==> src/rtl/pcss_link_pkg.sv <==
// Shared constants and helpers for the chip-link receive deserializer.
package pcss_link_pkg;

  // Link words packed into one host beat.
  localparam int LANES = 4;

  // Widest word the parity helper accepts. Narrower words are zero-extended,
  // which does not change the XOR.
  localparam int PAR_MAXW = 64;

  // Byte enables for a flushed partial beat, indexed by the number of lanes
  // filled. Index 0 never flushes, so it carries the full-beat value.
  // The table assumes 16-bit link words packed into an 8-byte beat.
  function automatic logic [7:0] keep_for_idx(input logic [1:0] idx);
    logic [7:0] keep;
    keep = 8'hFF;
    case (idx)
      2'd1:    keep = 8'h03;
      2'd2:    keep = 8'h0F;
      2'd3:    keep = 8'h3F;
      default: keep = 8'hFF;
    endcase
    return keep;
  endfunction

  // Expected parity bit for a data word: the XOR of all of its bits.
  function automatic logic calc_par(input logic [PAR_MAXW-1:0] d);
    return ^d;
  endfunction

endpackage

==> src/rtl/pcss_beat_fifo.sv <==
// First-word-fall-through beat FIFO between the link packer and the host
// AXI-stream port. Head data reads as zero while the FIFO is empty.
module pcss_beat_fifo
  import pcss_link_pkg::*;
#(
  parameter int WIDTH = 73,
  parameter int DEPTH = 8
) (
  input  logic                       clk,
  input  logic                       rst_n,
  input  logic                       push,
  input  logic [WIDTH-1:0]           push_data,
  input  logic                       pop,
  output logic [WIDTH-1:0]           pop_data,
  output logic                       full,
  output logic                       empty,
  output logic [$clog2(DEPTH):0]     count
);

  localparam int AW   = $clog2(DEPTH);
  localparam int CNTW = AW + 1;

  logic [WIDTH-1:0] mem [DEPTH];
  logic [AW-1:0]    wr_ptr;
  logic [AW-1:0]    rd_ptr;
  logic [CNTW-1:0]  count_q;
  logic             do_push;
  logic             do_pop;

  assign full     = (count_q == CNTW'(DEPTH));
  assign empty    = (count_q == '0);
  assign count    = count_q;
  assign do_push  = push && !full;
  assign do_pop   = pop && !empty;
  assign pop_data = empty ? '0 : mem[rd_ptr];

  // Pointer and occupancy bookkeeping; pointers wrap naturally at DEPTH.
  always_ff @(posedge clk or negedge rst_n) begin
    if (!rst_n) begin
      wr_ptr  <= '0;
      rd_ptr  <= '0;
      count_q <= '0;
    end else begin
      if (do_push) wr_ptr <= wr_ptr + AW'(1);
      if (do_pop)  rd_ptr <= rd_ptr + AW'(1);
      case ({do_push, do_pop})
        2'b10:   count_q <= count_q + CNTW'(1);
        2'b01:   count_q <= count_q - CNTW'(1);
        default: count_q <= count_q;
      endcase
    end
  end

  // Storage write; contents need no reset because the head is masked when empty.
  always_ff @(posedge clk) begin
    if (do_push) mem[wr_ptr] <= push_data;
  end

endmodule

==> src/rtl/pcss_link_deser.sv <==
// Chip-to-host deserializer: checks parity on 16-bit link words, packs four
// words into a 64-bit AXI-stream beat, flushes partial beats after link idle
// time and buffers beats in a FWFT FIFO.
module pcss_link_deser
  import pcss_link_pkg::*;
#(
  parameter int CHIPDATA_WIDTH = 16,
  parameter int DATA_WIDTH     = 64,
  parameter int FIFO_DEPTH     = 8,
  parameter int FLUSH_CYC      = 32,
  parameter int ERRW           = 16
) (
  input  logic                      clk,
  input  logic                      rst_n,
  input  logic [CHIPDATA_WIDTH-1:0] link_data_in,
  input  logic                      link_valid,
  input  logic                      link_par,
  output logic                      link_ready,
  output logic                      link_err,
  output logic [DATA_WIDTH-1:0]     m_axis_tdata,
  output logic                      m_axis_tvalid,
  output logic                      m_axis_tlast,
  output logic [DATA_WIDTH/8-1:0]   m_axis_tkeep,
  input  logic                      m_axis_tready,
  output logic [ERRW-1:0]           par_err_cnt
);

  localparam int KW    = DATA_WIDTH / 8;
  localparam int EW    = DATA_WIDTH + KW + 1;
  localparam int CNTW  = $clog2(FIFO_DEPTH) + 1;
  localparam int TW    = $clog2(FLUSH_CYC + 1);
  localparam int LOW_W = DATA_WIDTH - CHIPDATA_WIDTH;
  localparam logic [TW-1:0] FLUSH_TC = TW'(FLUSH_CYC);
  localparam logic [1:0]    LAST_IDX = 2'(LANES - 1);

  logic [1:0]            idx_q;
  logic [DATA_WIDTH-1:0] asm_q;
  logic [TW-1:0]         timer_q;

  logic                  xfer;
  logic                  par_ok;
  logic                  good_xfer;
  logic                  bad_xfer;
  logic                  beat_done;
  logic                  flush_fire;

  logic                  fifo_push;
  logic                  fifo_pop;
  logic                  fifo_full;
  logic                  fifo_empty;
  logic [CNTW-1:0]       fifo_count;
  logic [CNTW-1:0]       cnt_nxt;
  logic [EW-1:0]         push_entry;
  logic [EW-1:0]         head_entry;

  assign xfer      = link_valid && link_ready;
  assign par_ok    = (calc_par(PAR_MAXW'(link_data_in)) == link_par);
  assign good_xfer = xfer && par_ok;
  assign bad_xfer  = xfer && !par_ok;
  assign beat_done = good_xfer && (idx_q == LAST_IDX);

  // Any transfer on the expiry cycle wins over the flush.
  assign flush_fire = (idx_q != 2'd0) && !xfer && (timer_q == FLUSH_TC) && !fifo_full;

  assign fifo_push = beat_done || flush_fire;
  assign fifo_pop  = m_axis_tvalid && m_axis_tready;

  // Select the FIFO entry: a full beat closes with the live word in the top
  // lane, a flush sends the assembly register as-is (unused lanes are zero).
  always_comb begin
    push_entry = {1'b0, {KW{1'b1}}, link_data_in, asm_q[LOW_W-1:0]};
    if (flush_fire) begin
      push_entry = {1'b1, KW'(keep_for_idx(idx_q)), asm_q};
    end
  end

  // Occupancy after this edge, used to register the ready flag so the chip
  // side never sees a combinational path from tready.
  always_comb begin
    cnt_nxt = fifo_count;
    if (fifo_push && !fifo_pop) begin
      cnt_nxt = fifo_count + CNTW'(1);
    end else if (!fifo_push && fifo_pop) begin
      cnt_nxt = fifo_count - CNTW'(1);
    end
  end

  // Registered receiver-ready flag.
  always_ff @(posedge clk or negedge rst_n) begin
    if (!rst_n) begin
      link_ready <= 1'b0;
    end else begin
      link_ready <= (cnt_nxt != CNTW'(FIFO_DEPTH));
    end
  end

  // Lane packing: good words fill lanes in arrival order; a full beat or a
  // flush clears the assembly register.
  always_ff @(posedge clk or negedge rst_n) begin
    if (!rst_n) begin
      idx_q <= 2'd0;
      asm_q <= '0;
    end else if (good_xfer) begin
      if (idx_q == LAST_IDX) begin
        idx_q <= 2'd0;
        asm_q <= '0;
      end else begin
        asm_q[idx_q*CHIPDATA_WIDTH +: CHIPDATA_WIDTH] <= link_data_in;
        idx_q <= idx_q + 2'd1;
      end
    end else if (flush_fire) begin
      idx_q <= 2'd0;
      asm_q <= '0;
    end
  end

  // Idle timer for a held partial beat; saturates at the terminal count
  // while the FIFO has no room for the flush.
  always_ff @(posedge clk or negedge rst_n) begin
    if (!rst_n) begin
      timer_q <= '0;
    end else if (xfer || (idx_q == 2'd0) || flush_fire) begin
      timer_q <= '0;
    end else if (timer_q != FLUSH_TC) begin
      timer_q <= timer_q + TW'(1);
    end
  end

  // Parity error pulse and saturating error count.
  always_ff @(posedge clk or negedge rst_n) begin
    if (!rst_n) begin
      link_err    <= 1'b0;
      par_err_cnt <= '0;
    end else begin
      link_err <= bad_xfer;
      if (bad_xfer && (par_err_cnt != '1)) begin
        par_err_cnt <= par_err_cnt + ERRW'(1);
      end
    end
  end

  pcss_beat_fifo #(
    .WIDTH (EW),
    .DEPTH (FIFO_DEPTH)
  ) u_beat_fifo (
    .clk       (clk),
    .rst_n     (rst_n),
    .push      (fifo_push),
    .push_data (push_entry),
    .pop       (fifo_pop),
    .pop_data  (head_entry),
    .full      (fifo_full),
    .empty     (fifo_empty),
    .count     (fifo_count)
  );

  assign m_axis_tvalid = !fifo_empty;
  assign {m_axis_tlast, m_axis_tkeep, m_axis_tdata} = head_entry;

endmodule
==> config.mk <==
export PLATFORM = sky130hd
export DESIGN_NAME = pcss_link_deser
export DESIGN_NICKNAME = d
export VERILOG_FILES = /design/src/rtl/pcss_link_pkg.sv /design/src/rtl/pcss_beat_fifo.sv /design/src/rtl/pcss_link_deser.sv
export SDC_FILE = /design/constraint.sdc
export NUM_CORES = 1
export LEC_CHECK = 0
export CAP_MARGIN = 20
export CORE_MARGIN = 2
export CORE_UTILIZATION = 62
export DETAILED_ROUTE_END_ITERATION = 8
export PLACE_DENSITY = 0.81
export SYNTH_ARGS = -nofsm -noshare
export SYNTH_HDL_FRONTEND = slang
export SYNTH_SLANG_ARGS = --single-unit
==> constraint.sdc <==
create_clock -name clk -period 24.5 [get_ports clk]
set_clock_uncertainty 0.15 [all_clocks]
set_input_delay 3.675 -clock clk [delete_from_list [all_inputs] [get_ports clk]]
set_output_delay 3.675 -clock clk [all_outputs]
set_load 0.05 [all_outputs]
==> results.sh, run 1 <==
export IMPL_cts_inserted_buffers=58
export IMPL_cts_repair_resized=0
export IMPL_post_cts_buffers=0
export IMPL_crit_path_end_kind="output pin"
export IMPL_grt_start_max_net_pins=77
export IMPL_worst_ep_arrival_time_ns=4.49
export IMPL_top_usage_layer="met2"
export IMPL_die_w_um=205.1
export IMPL_ff2ff_path_depth=11
export IMPL_hold_viol_final=0
export IMPL_drv_cap=0
export IMPL_hp_start="asm_q[63]$_DFFE_PN0P_"
export IMPL_start_kind="flop"
export IMPL_timing_setup_tns_ns=0
export IMPL_layout_commonest_cell="edfxtp_1"
export IMPL_n_antenna_cell=0
export IMPL_grt_pass1_vias=13227
export IMPL_grt_usage_pct=26.99
export IMPL_cp_depth=5
export IMPL_syn_area_mm2=0.02507
export IMPL_hp_class="flop to flop"
export IMPL_dpl_cell_area_mm2=0.02682
export IMPL_fp_dieH_um=205.1
export IMPL_clockBufferDepth=3
export IMPL_port_buffers=112
export IMPL_rows=73
export IMPL_postCtsHoldBufs=0
export IMPL_synthArstFlopShare_pct=15.53
export IMPL_cp_cell_sequence="buf_4 > mux4_2 > mux2i_1 > nor2_1 > clkdlybuf4s50_1"
export IMPL_worstPathRequired_ns=20.67
export IMPL_clock_latency_ns=0.60
export IMPL_path_buf_inv=2
export IMPL_routed_wl_mm=54.46
export IMPL_critPathKind="flop to output pin"
export IMPL_area_growth_pct=14.61
export IMPL_gp_congestion=0.7699
export IMPL_yosysSeqAreaShare_pct=75.13
export IMPL_numClockSinks=644
export IMPL_finalWorstSetupSlack_ns=16.19
export IMPL_drive_gt1_share_pct=18.94
export IMPL_routed_via_density=6.460
export IMPL_routedWlPerCell_um=27.55
export IMPL_grt_util_met2_pct=44.20
export IMPL_min_delay_path_depth=1
export IMPL_ys_warn_count=0
export IMPL_status="finished clean"
export IMPL_slew_viol_final=0
export IMPL_ioPinCount=113
export IMPL_drc=0
export IMPL_pre_cts_ws_ns=16.08
export IMPL_r2r_setup_slack_ns=19.52
export IMPL_dr_pass1_iters=5
export IMPL_synthFlopType="edfxtp_1"
export IMPL_synth_cells=1272
export IMPL_root_buffer="clkbuf_16"
export IMPL_stdcell_area_mm2=0.02874
export IMPL_synth_nets=1306
export IMPL_finalSetupViolations=0
export IMPL_hold_end="asm_q[63]$_DFFE_PN0P_"
export IMPL_timing_rr_end="u_beat_fifo.mem[5][46]$_DFFE_PP_"
export IMPL_final_cell_mix="544 x edfxtp_1, 136 x mux4_2, 111 x clkdlybuf4s50_1"
export IMPL_rsz0062_at_grt="no"
export IMPL_vias=12771
export IMPL_core_mm2=0.03982
export IMPL_grt_use_met3_pct=4.295
export IMPL_fin_crit_sh_pct=33.92
export IMPL_slowest_stage="dfrtp_4"
export IMPL_avgSynthCellArea_um2=19.71
export IMPL_finalNetCount=1437
export IMPL_rr_startpoint="idx_q[0]$_DFFE_PN0P_"
export IMPL_antenna_found_initial=0
export IMPL_clkSlewWorstSetupHoldPaths_ns=0.06
export IMPL_grt_pass1_wl_mm=82.63
export IMPL_tightest_slew_ns=1.118
export IMPL_critPathTopFamily="buffers and inverters"
export IMPL_irDropWorstVdd_mv=0.08763
export IMPL_overflow=0
export IMPL_holdWs_ns=0.3379
export IMPL_start_util_pct=62.96
export IMPL_dp_hpwl_mm=29.57
export IMPL_min_period_ns=8.312
export IMPL_ys_types=43
export IMPL_slowest_delay_ns=1.07
export IMPL_htree_levels=2
export IMPL_drtIter0Drc=1409
export IMPL_p_leak_nw=10.08
export IMPL_die_area_mm2=0.04206
export IMPL_synth_seq_cells=644
export IMPL_maxSlewHeadroom_pct=25.44
export IMPL_p_per_area_mw_per_mm2=127.7
export IMPL_synth_edf_count=544
export IMPL_antenna_left=0
export IMPL_crit_fanout=76
export IMPL_grtUsageMet1_pct=37.92
export IMPL_tritoncts="yes"
export IMPL_fmax_mhz=120.3
==> worst max path at each step <==
stage	slack (ns)	start	end
3_3_place_gp	16.17	link_data_in[13]	u_beat_fifo.mem[5][42]$_DFFE_PP_
6_report	16.19	u_beat_fifo.rd_ptr[1]$_DFFE_PN0P_	m_axis_tkeep[7]
2_1_floorplan	12.08	link_data_in[6]	u_beat_fifo.mem[0][0]$_DFFE_PP_
5_1_grt	15.98	u_beat_fifo.rd_ptr[1]$_DFFE_PN0P_	m_axis_tkeep[7]
3_5_place_dp	16.08	link_data_in[13]	u_beat_fifo.mem[5][42]$_DFFE_PP_
4_1_cts	16.12	u_beat_fifo.rd_ptr[0]$_DFFE_PN0P_	m_axis_tdata[6]
==> power breakdown <==
part | switching (W) | internal (W)
clock network | 0.000385 | 0.000515
registers | 0.000168 | 0.00132
logic | 0.000769 | 0.000514
==> cell usage after synthesis (all sizes together), types with 3 or more instances <==
| library cell | instances | area [µm²] |
|---|---|---|
| clkbuf | 33 | 123.9 |
| xnor2 | 26 | 227.7 |
| edfxtp | 544 | 16340 |
| o21ai | 3 | 15.01 |
| a21oi | 3 | 22.52 |
| ha | 13 | 162.7 |
| nor4 | 4 | 25.02 |
| inv | 12 | 45.04 |
| nand4 | 6 | 37.54 |
| a22o | 48 | 420.4 |
| buf | 33 | 150.2 |
| nand2 | 72 | 272.8 |
| xnor3 | 4 | 91.33 |
| nand3b | 3 | 22.52 |
| nor2 | 88 | 330.3 |
| and2 | 19 | 118.9 |
| nand3 | 11 | 55.05 |
| mux2 | 4 | 45.04 |
| dfrtp | 100 | 2502 |
| nor3 | 12 | 80.08 |
| mux2i | 70 | 700.7 |
| mux4 | 136 | 3063 |
| xor2 | 11 | 96.34 |
==> worst register-to-register path: stages, from the launching register on <==
cell and delay (ns):
dfrtp_1 0.55, inv_1 0.14, ha_1 0.30, nor2_1 0.17, nand3_1 0.08, buf_4 0.25, inv_1 0.71, a31oi_1 0.08
buf_4 0.24, nand3b_1 0.37, nor2_4 0.89, buf_4 0.64
==> routing by layer <==
metal / vias to the layer above / routed length [µm]
met5: - / 0
met4: 0 / 1666
met3: 122 / 4349
met2: 667 / 27540
met1: 6678 / 20910
li1: 5304 / -
==> cell families after synthesis <==
logic type / Yosys count / synth area share (%)
DFF: 644 / 75.13
and+or+nand+nor: 225 / 4.062
muxes: 210 / 15.19
buffers and inverters: 78 / 1.273
AOI/OAI and AO/OA: 61 / 2.036
xor gates and xnor gates: 41 / 1.657
adders and majority gates: 13 / 0.6488
==> state kept, by name, summed over array words and instances (netlist names) <==
register and count:
u_beat_fifo.rd_ptr 3, u_beat_fifo.count 4, timer_q 6, u_beat_fifo.wr_ptr 3, link_ready 1, link_err 1
idx_q 2, u_beat_fifo.mem 544, asm_q 64, par_err_cnt 16
==> layout make-up <==
cell class	instances	area (µm²)
Tap cell	525	656.9
Inverter	12	45.04
Timing Repair Buffer	137	1330
Clock buffer	72	1525
Clock inverter	37	359.1
Multi-Input combinational cell	550	5971
Fill cell	2289	11090
Sequential cell	644	18850
==> metrics by stage <==
step / std cells / total power [W] / utilization (%)
final: 1977 / 0.003671 / 72.16
after global routing: 1977 / 0.003801 / 72.16
after CTS: 1976 / 0.003688 / 72.09
after detailed placement: 1867 / 0.002784 / 67.36
after global placement: 1866 / 0.002757 / 67.33
after floorplan: 1272 / 0.002364 / -
No activity file was read; power rests on OpenSTA's default activity.
==> run 2, diff against run 1 <==
--- a/config.mk
+++ b/config.mk
@@ -7,9 +7,9 @@
 export LEC_CHECK = 0
 export CAP_MARGIN = 20
 export CORE_MARGIN = 2
-export CORE_UTILIZATION = 62
+export CORE_UTILIZATION = 60
 export DETAILED_ROUTE_END_ITERATION = 8
-export PLACE_DENSITY = 0.81
+export PLACE_DENSITY = 0.79
 export SYNTH_ARGS = -nofsm -noshare
 export SYNTH_HDL_FRONTEND = slang
 export SYNTH_SLANG_ARGS = --single-unit
==> constraint.sdc (replaced) <==
create_clock -name clk -period 8.3 [get_ports clk]
set_clock_uncertainty 0.15 [all_clocks]
set_input_delay 1.245 -clock clk [delete_from_list [all_inputs] [get_ports clk]]
set_output_delay 1.245 -clock clk [all_outputs]
set_load 0.05 [all_outputs]
==> results.sh, run 2 (synthesis results as in run 1) <==
export IMPL_status="finished clean"
export IMPL_overflow=0
export IMPL_finalWorstSetupSlack_ns=2.510
export IMPL_r2r_setup_slack_ns=2.51
export IMPL_min_period_ns=5.790
export IMPL_slowest_delay_ns=1.04
export IMPL_hold_viol_final=0
export IMPL_drv_cap=0
export IMPL_rsz0062_at_grt="no"
export IMPL_drive_gt1_share_pct=18.36
export IMPL_tritoncts="yes"
export IMPL_cp_cell_sequence="inv_1 > ha_1 > nand2_1 > nor4_1 > nand3_1 > inv_1 > a31oi_1 > buf_4 > nand3b_1 > nor2_4 > buf_12"
export IMPL_dp_hpwl_mm=29.17
export IMPL_pre_cts_ws_ns=2.024
export IMPL_grt_start_max_net_pins=77
export IMPL_clockBufferDepth=3
export IMPL_regMostFlops="u_beat_fifo.mem"
export IMPL_area_growth_pct=14.85
export IMPL_ioPinCount=113
export IMPL_dr_pass1_iters=5
export IMPL_finalSetupViolations=0
export IMPL_timing_setup_tns_ns=0
export IMPL_rr_startpoint="timer_q[0]$_DFFE_PN0P_"
export IMPL_die_area_mm2=0.04344
export IMPL_critPathTopFamily="simple AND/OR/NAND/NOR gates"
export IMPL_irDropWorstVdd_mv=0.4167
export IMPL_maxSlewHeadroom_pct=25.91
export IMPL_slowest_stage="inv_1"
export IMPL_grt_pass1_wl_mm=80.05
export IMPL_cpMostUsedCell="inv_1"
export IMPL_numClockSinks=644
export IMPL_clock_latency_ns=0.61
export IMPL_cts_repair_resized=0
export IMPL_cts_inserted_buffers=60
export IMPL_ff2ff_path_depth=11
export IMPL_drtIter0Drc=1171
export IMPL_timing_rr_end="u_beat_fifo.mem[6][62]$_DFFE_PP_"
export IMPL_hp_class="flop to flop"
export IMPL_die_w_um=208.4
export IMPL_start_util_pct=61.13
export IMPL_routed_wl_mm=52.40
export IMPL_min_delay_path_depth=1
export IMPL_fmax_mhz=172.7
export IMPL_hold_end="asm_q[59]$_DFFE_PN0P_"
export IMPL_tightest_slew_ns=1.111
export IMPL_worst_ep_arrival_time_ns=5.90
export IMPL_layout_commonest_cell="edfxtp_1"
export IMPL_hp_start="asm_q[59]$_DFFE_PN0P_"
export IMPL_largest_register_ffs=544
export IMPL_finalNetCount=1437
export IMPL_routed_via_density=6.290
export IMPL_antenna_found_initial=1
export IMPL_antenna_left=0
export IMPL_final_cell_mix="544 x edfxtp_1, 136 x mux4_2, 111 x clkdlybuf4s50_1"
export IMPL_critPathKind="flop to flop"
export IMPL_gp_congestion=0.8284
export IMPL_htree_levels=2
export IMPL_rows=74
export IMPL_slew_viol_final=0
export IMPL_n_antenna_cell=0
export IMPL_p_leak_nw=10.08
export IMPL_path_buf_inv=4
export IMPL_fp_dieH_um=208.4
export IMPL_port_buffers=112
export IMPL_grt_pass1_vias=13068
export IMPL_clkSlewWorstSetupHoldPaths_ns=0.06
export IMPL_start_kind="flop"
export IMPL_root_buffer="clkbuf_16"
export IMPL_p_per_area_mw_per_mm2=373.2
export IMPL_post_cts_buffers=0
export IMPL_grt_usage_pct=24.86
export IMPL_crit_fanout=47
export IMPL_routedWlPerCell_um=26.39
export IMPL_worstPathRequired_ns=8.41
export IMPL_crit_path_end_kind="flop"
export IMPL_postCtsHoldBufs=0
export IMPL_drc=0
export IMPL_vias=12492
export IMPL_core_mm2=0.04102
export IMPL_fin_crit_sh_pct=69.76
export IMPL_reg_largest_list="u_beat_fifo.mem (544), asm_q (64), par_err_cnt (16)"
==> run 2: changes by cell type in the layout (fill, tap and decap cells not counted), moves of 3 or more <==
cell	previous run	this run
bufinv_16	7	3
clkbuf_1	13	18
buf_12	0	5
clkinv_1	12	17
buf_4	24	18
clkinv_2	12	6
clkbuf_8	0	3
clkbuf_16	59	62
==> run 2: worst max-delay path by stage <==
| stage | cells after the start | slack [ns] | startpoint | to |
|---|---|---|---|---|
| 6_report | 11 | 2.51 | timer_q[0]$_DFFE_PN0P_ | u_beat_fifo.mem[6][62]$_DFFE_PP_ |
| 5_1_grt | 11 | 2.12 | timer_q[0]$_DFFE_PN0P_ | u_beat_fifo.mem[5][67]$_DFFE_PP_ |
| 4_1_cts | 11 | 2.55 | timer_q[0]$_DFFE_PN0P_ | u_beat_fifo.mem[6][62]$_DFFE_PP_ |
| 3_5_place_dp | 10 | 2.02 | link_valid | u_beat_fifo.mem[6][63]$_DFFE_PP_ |
| 3_3_place_gp | 10 | 2.18 | link_valid | u_beat_fifo.mem[4][45]$_DFFE_PP_ |
| 2_1_floorplan | 7 | 0.16 | link_data_in[6] | u_beat_fifo.mem[1][0]$_DFFE_PP_ |
==> run 2: area by class of cell <==
cell class | instances | area (µm²)
inverters | 12 | 45.04
well taps | 532 | 665.6
clock buffers | 83 | 1660
repair buffers | 135 | 1374
multi-input cells | 550 | 5979
fillers | 2418 | 12220
flip-flops and latches | 644 | 18850
clock inverters | 30 | 222.7
==> run 2: power by group <==
group          internal, W  switching [W]  total (W)
registers          0.00389       0.000491    0.00439
logic              0.00151        0.00224    0.00375
clock network      0.00148        0.00113    0.00261
==> run 2: through the flow <==
stage / std cells / hold slack (ns) / instance area, µm² / power [W] / util [%]
floorplan: 1272 / 0.3034 / 25080 / 0.006978 / -
global placement: 1872 / 0.3183 / 26890 / 0.008142 / 65.55
detailed placement: 1872 / 0.3210 / 26890 / 0.008209 / 65.55
CTS: 1985 / 0.3403 / 28770 / 0.01083 / 70.14
global route: 1986 / 0.3531 / 28800 / 0.01114 / 70.21
finish: 1986 / 0.3373 / 28800 / 0.01075 / 70.21
==> run 2: routing by layer <==
metal / wire length [µm] / vias up / part of all wire [%] / global-route usage (%)
met5: 13 / - / 0.025 / 0
met4: 1425 / 2 / 2.7 / 8.484
met3: 3645 / 104 / 7.0 / 4.468
met2: 26370 / 547 / 50 / 40.66
met1: 20950 / 6528 / 40 / 34.45
li1: - / 5311 / - / -
==> run 3, diff against run 2 <==
--- a/config.mk
+++ b/config.mk
@@ -7,9 +7,9 @@
 export LEC_CHECK = 0
 export CAP_MARGIN = 20
 export CORE_MARGIN = 2
-export CORE_UTILIZATION = 60
+export CORE_UTILIZATION = 54
 export DETAILED_ROUTE_END_ITERATION = 8
-export PLACE_DENSITY = 0.79
+export PLACE_DENSITY = 0.75
 export SYNTH_ARGS = -nofsm -noshare
 export SYNTH_HDL_FRONTEND = slang
 export SYNTH_SLANG_ARGS = --single-unit
==> constraint.sdc (replaced) <==
create_clock -name clk -period 5.2 [get_ports clk]
set_clock_uncertainty 0.15 [all_clocks]
set_input_delay 0.78 -clock clk [delete_from_list [all_inputs] [get_ports clk]]
set_output_delay 0.78 -clock clk [all_outputs]
set_load 0.05 [all_outputs]
==> results.sh, run 3 (synthesis results as in run 1) <==
export IMPL_status="finished clean"
export IMPL_min_period_ns=4.465
export IMPL_slowest_delay_ns=0.83
export IMPL_slowest_stage="dfrtp_4"
export IMPL_p_per_area_mw_per_mm2=593.0
export IMPL_routed_wl_mm=52.08
export IMPL_crit_fanout=28
export IMPL_dr_pass1_iters=5
export IMPL_core_mm2=0.04558
export IMPL_finalSetupViolations=0
export IMPL_drtIter0Drc=1095
export IMPL_layout_commonest_cell="edfxtp_1"
export IMPL_die_w_um=219.5
export IMPL_largest_register_ffs=544
export IMPL_routedWlPerCell_um=25.10
export IMPL_drv_cap=0
export IMPL_numClockSinks=644
export IMPL_rsz0062_at_grt="no"
export IMPL_critPathTopFamily="buffers and inverters"
export IMPL_stdcell_area_mm2=0.02920
export IMPL_die_area_mm2=0.04817
export IMPL_swShare_pct=35.60
export IMPL_dpl_cell_area_mm2=0.02720
export IMPL_p_seq_share_pct=39.9
export IMPL_p_int_w=0.01115
export IMPL_clockPowerShare_pct=24.7
export IMPL_reg_largest_list="u_beat_fifo.mem (544), asm_q (64), par_err_cnt (16)"
export IMPL_root_buffer="clkbuf_16"
export IMPL_cts_repair_resized=0
export IMPL_regMostFlops="u_beat_fifo.mem"
export IMPL_fp_dieH_um=219.5
export IMPL_grt_start_max_net_pins=72
export IMPL_area_growth_pct=16.46
export IMPL_p_leak_nw=10.25
export IMPL_critPathKind="flop to output pin"
export IMPL_start_util_pct=55.01
export IMPL_post_cts_buffers=0
export IMPL_antenna_left=0
export IMPL_dp_hpwl_mm=29.47
export IMPL_clock_latency_ns=0.61
export IMPL_clkSlewWorstSetupHoldPaths_ns=0.06
export IMPL_routed_via_density=5.965
export IMPL_grt_usage_pct=22.38
export IMPL_tightest_slew_ns=0.9845
export IMPL_antenna_found_initial=4
export IMPL_irDropWorstVdd_mv=0.5473
export IMPL_drc=0
export IMPL_p_sw_w=0.006163
export IMPL_fmax_mhz=224.0
export IMPL_power_frac_comb_pct=35.4
export IMPL_grt_pass1_vias=13000
export IMPL_grt_pass1_wl_mm=79.43
export IMPL_postCtsHoldBufs=0
export IMPL_finalNetCount=1455
export IMPL_start_kind="flop"
export IMPL_gp_congestion=0.7540
export IMPL_cp_cell_sequence="buf_4 > mux4_2 > mux2i_1 > nor2_1 > clkdlybuf4s50_1"
export IMPL_maxSlewHeadroom_pct=33.76
export IMPL_drive_gt1_share_pct=20.10
export IMPL_holdWs_ns=0.3342
export IMPL_port_buffers=112
export IMPL_hold_viol_final=0
export IMPL_worstPathRequired_ns=4.27
export IMPL_overflow=0
export IMPL_slew_viol_final=0
export IMPL_vias=12378
export IMPL_htree_levels=2
export IMPL_ioPinCount=113
export IMPL_crit_path_end_kind="output pin"
export IMPL_fin_crit_sh_pct=85.86
export IMPL_worst_ep_arrival_time_ns=3.53
export IMPL_path_buf_inv=2
export IMPL_hp_class="flop to flop"
export IMPL_timing_setup_tns_ns=0
export IMPL_rows=78
export IMPL_cts_inserted_buffers=60
export IMPL_final_cell_mix="544 x edfxtp_1, 136 x mux4_2, 111 x clkdlybuf4s50_1"
export IMPL_clockBufferDepth=3
export IMPL_tritoncts="yes"
export IMPL_fin_util_pct=64.07
export IMPL_total_power_w=0.01731
## run 3: changes by cell type in the layout (fill, tap and decap cells not counted), moves of 2 or more
cell        previous run  this run
clkinv_1              17         7
clkinvlp_4             3         0
clkinv_2               6        11
buf_4                 18        29
clkbuf_8               3        13
nor3_4                 0         4
nor3_2                 9         5
diode_2                0         2
buf_12                 5        11
inv_6                  0         2
## run 3: area by class of cell
cell class              count  area (µm²)
clock inverters            23       188.9
well taps                 600       750.7
multi-input cells         550        6005
clock buffers              91        1769
fillers                  2962       16380
flip-flops and latches    644       18850
inverters                  12       45.04
repair buffers            153        1587
diodes                      2       5.005
## run 3: per-layer routing
metal	up-vias	wire length, µm	GRT usage (%)
met3	82	3791	4.017
li1	5349	-	-
met4	2	1216	6.892
met1	6468	21380	31.51
met5	-	9	0
met2	477	25690	36.24
## run 3: power groups by stage
stage          combinational [W]  sequential (W)  clock [W]
2_1_floorplan            0.00443         0.00671          0
3_3_place_gp             0.00614         0.00698          0
3_5_place_dp             0.00617         0.00702          0
4_1_cts                  0.00620         0.00692    0.00433
5_1_grt                  0.00647         0.00699    0.00453
6_report                 0.00613         0.00691    0.00428
## run 3: per-stage QoR
step                worst slack, ns  std cells
floorplan                   -0.6415       1272
global placement             0.8335       1957
detailed placement           0.8019       1957
CTS                          0.6077       2071
global route                 0.4825       2073
finish                       0.7355       2075
## run 3: worst paths after layout
kind,end,cells after the start,startpoint,slack [ns]
min reg2reg,asm_q[54]$_DFFE_PN0P_,1,asm_q[54]$_DFFE_PN0P_,0.33
min in group asynchronous,asm_q[56]$_DFFE_PN0P_,2,rst_n,0.48
max,m_axis_tdata[41],5,u_beat_fifo.rd_ptr[0]$_DFFE_PN0P_,0.74
max reg2reg,u_beat_fifo.mem[4][41]$_DFFE_PP_,11,timer_q[0]$_DFFE_PN0P_,1.44
min,asm_q[54]$_DFFE_PN0P_,1,asm_q[54]$_DFFE_PN0P_,0.33
max in group asynchronous,u_beat_fifo.rd_ptr[2]$_DFFE_PN0P_,3,rst_n,3.65
## run 3: worst register-to-register path, stage by stage (launching register included)
cell,delay [ns]
dfrtp_1,0.40
inv_1,0.10
ha_1,0.15
nand2_1,0.05
nor4_1,0.75
nand3_1,0.15
buf_4,0.29
inv_1,0.13
a31oi_1,0.08
nand3b_1,0.42
nor3_4,0.27
buf_12,0.45
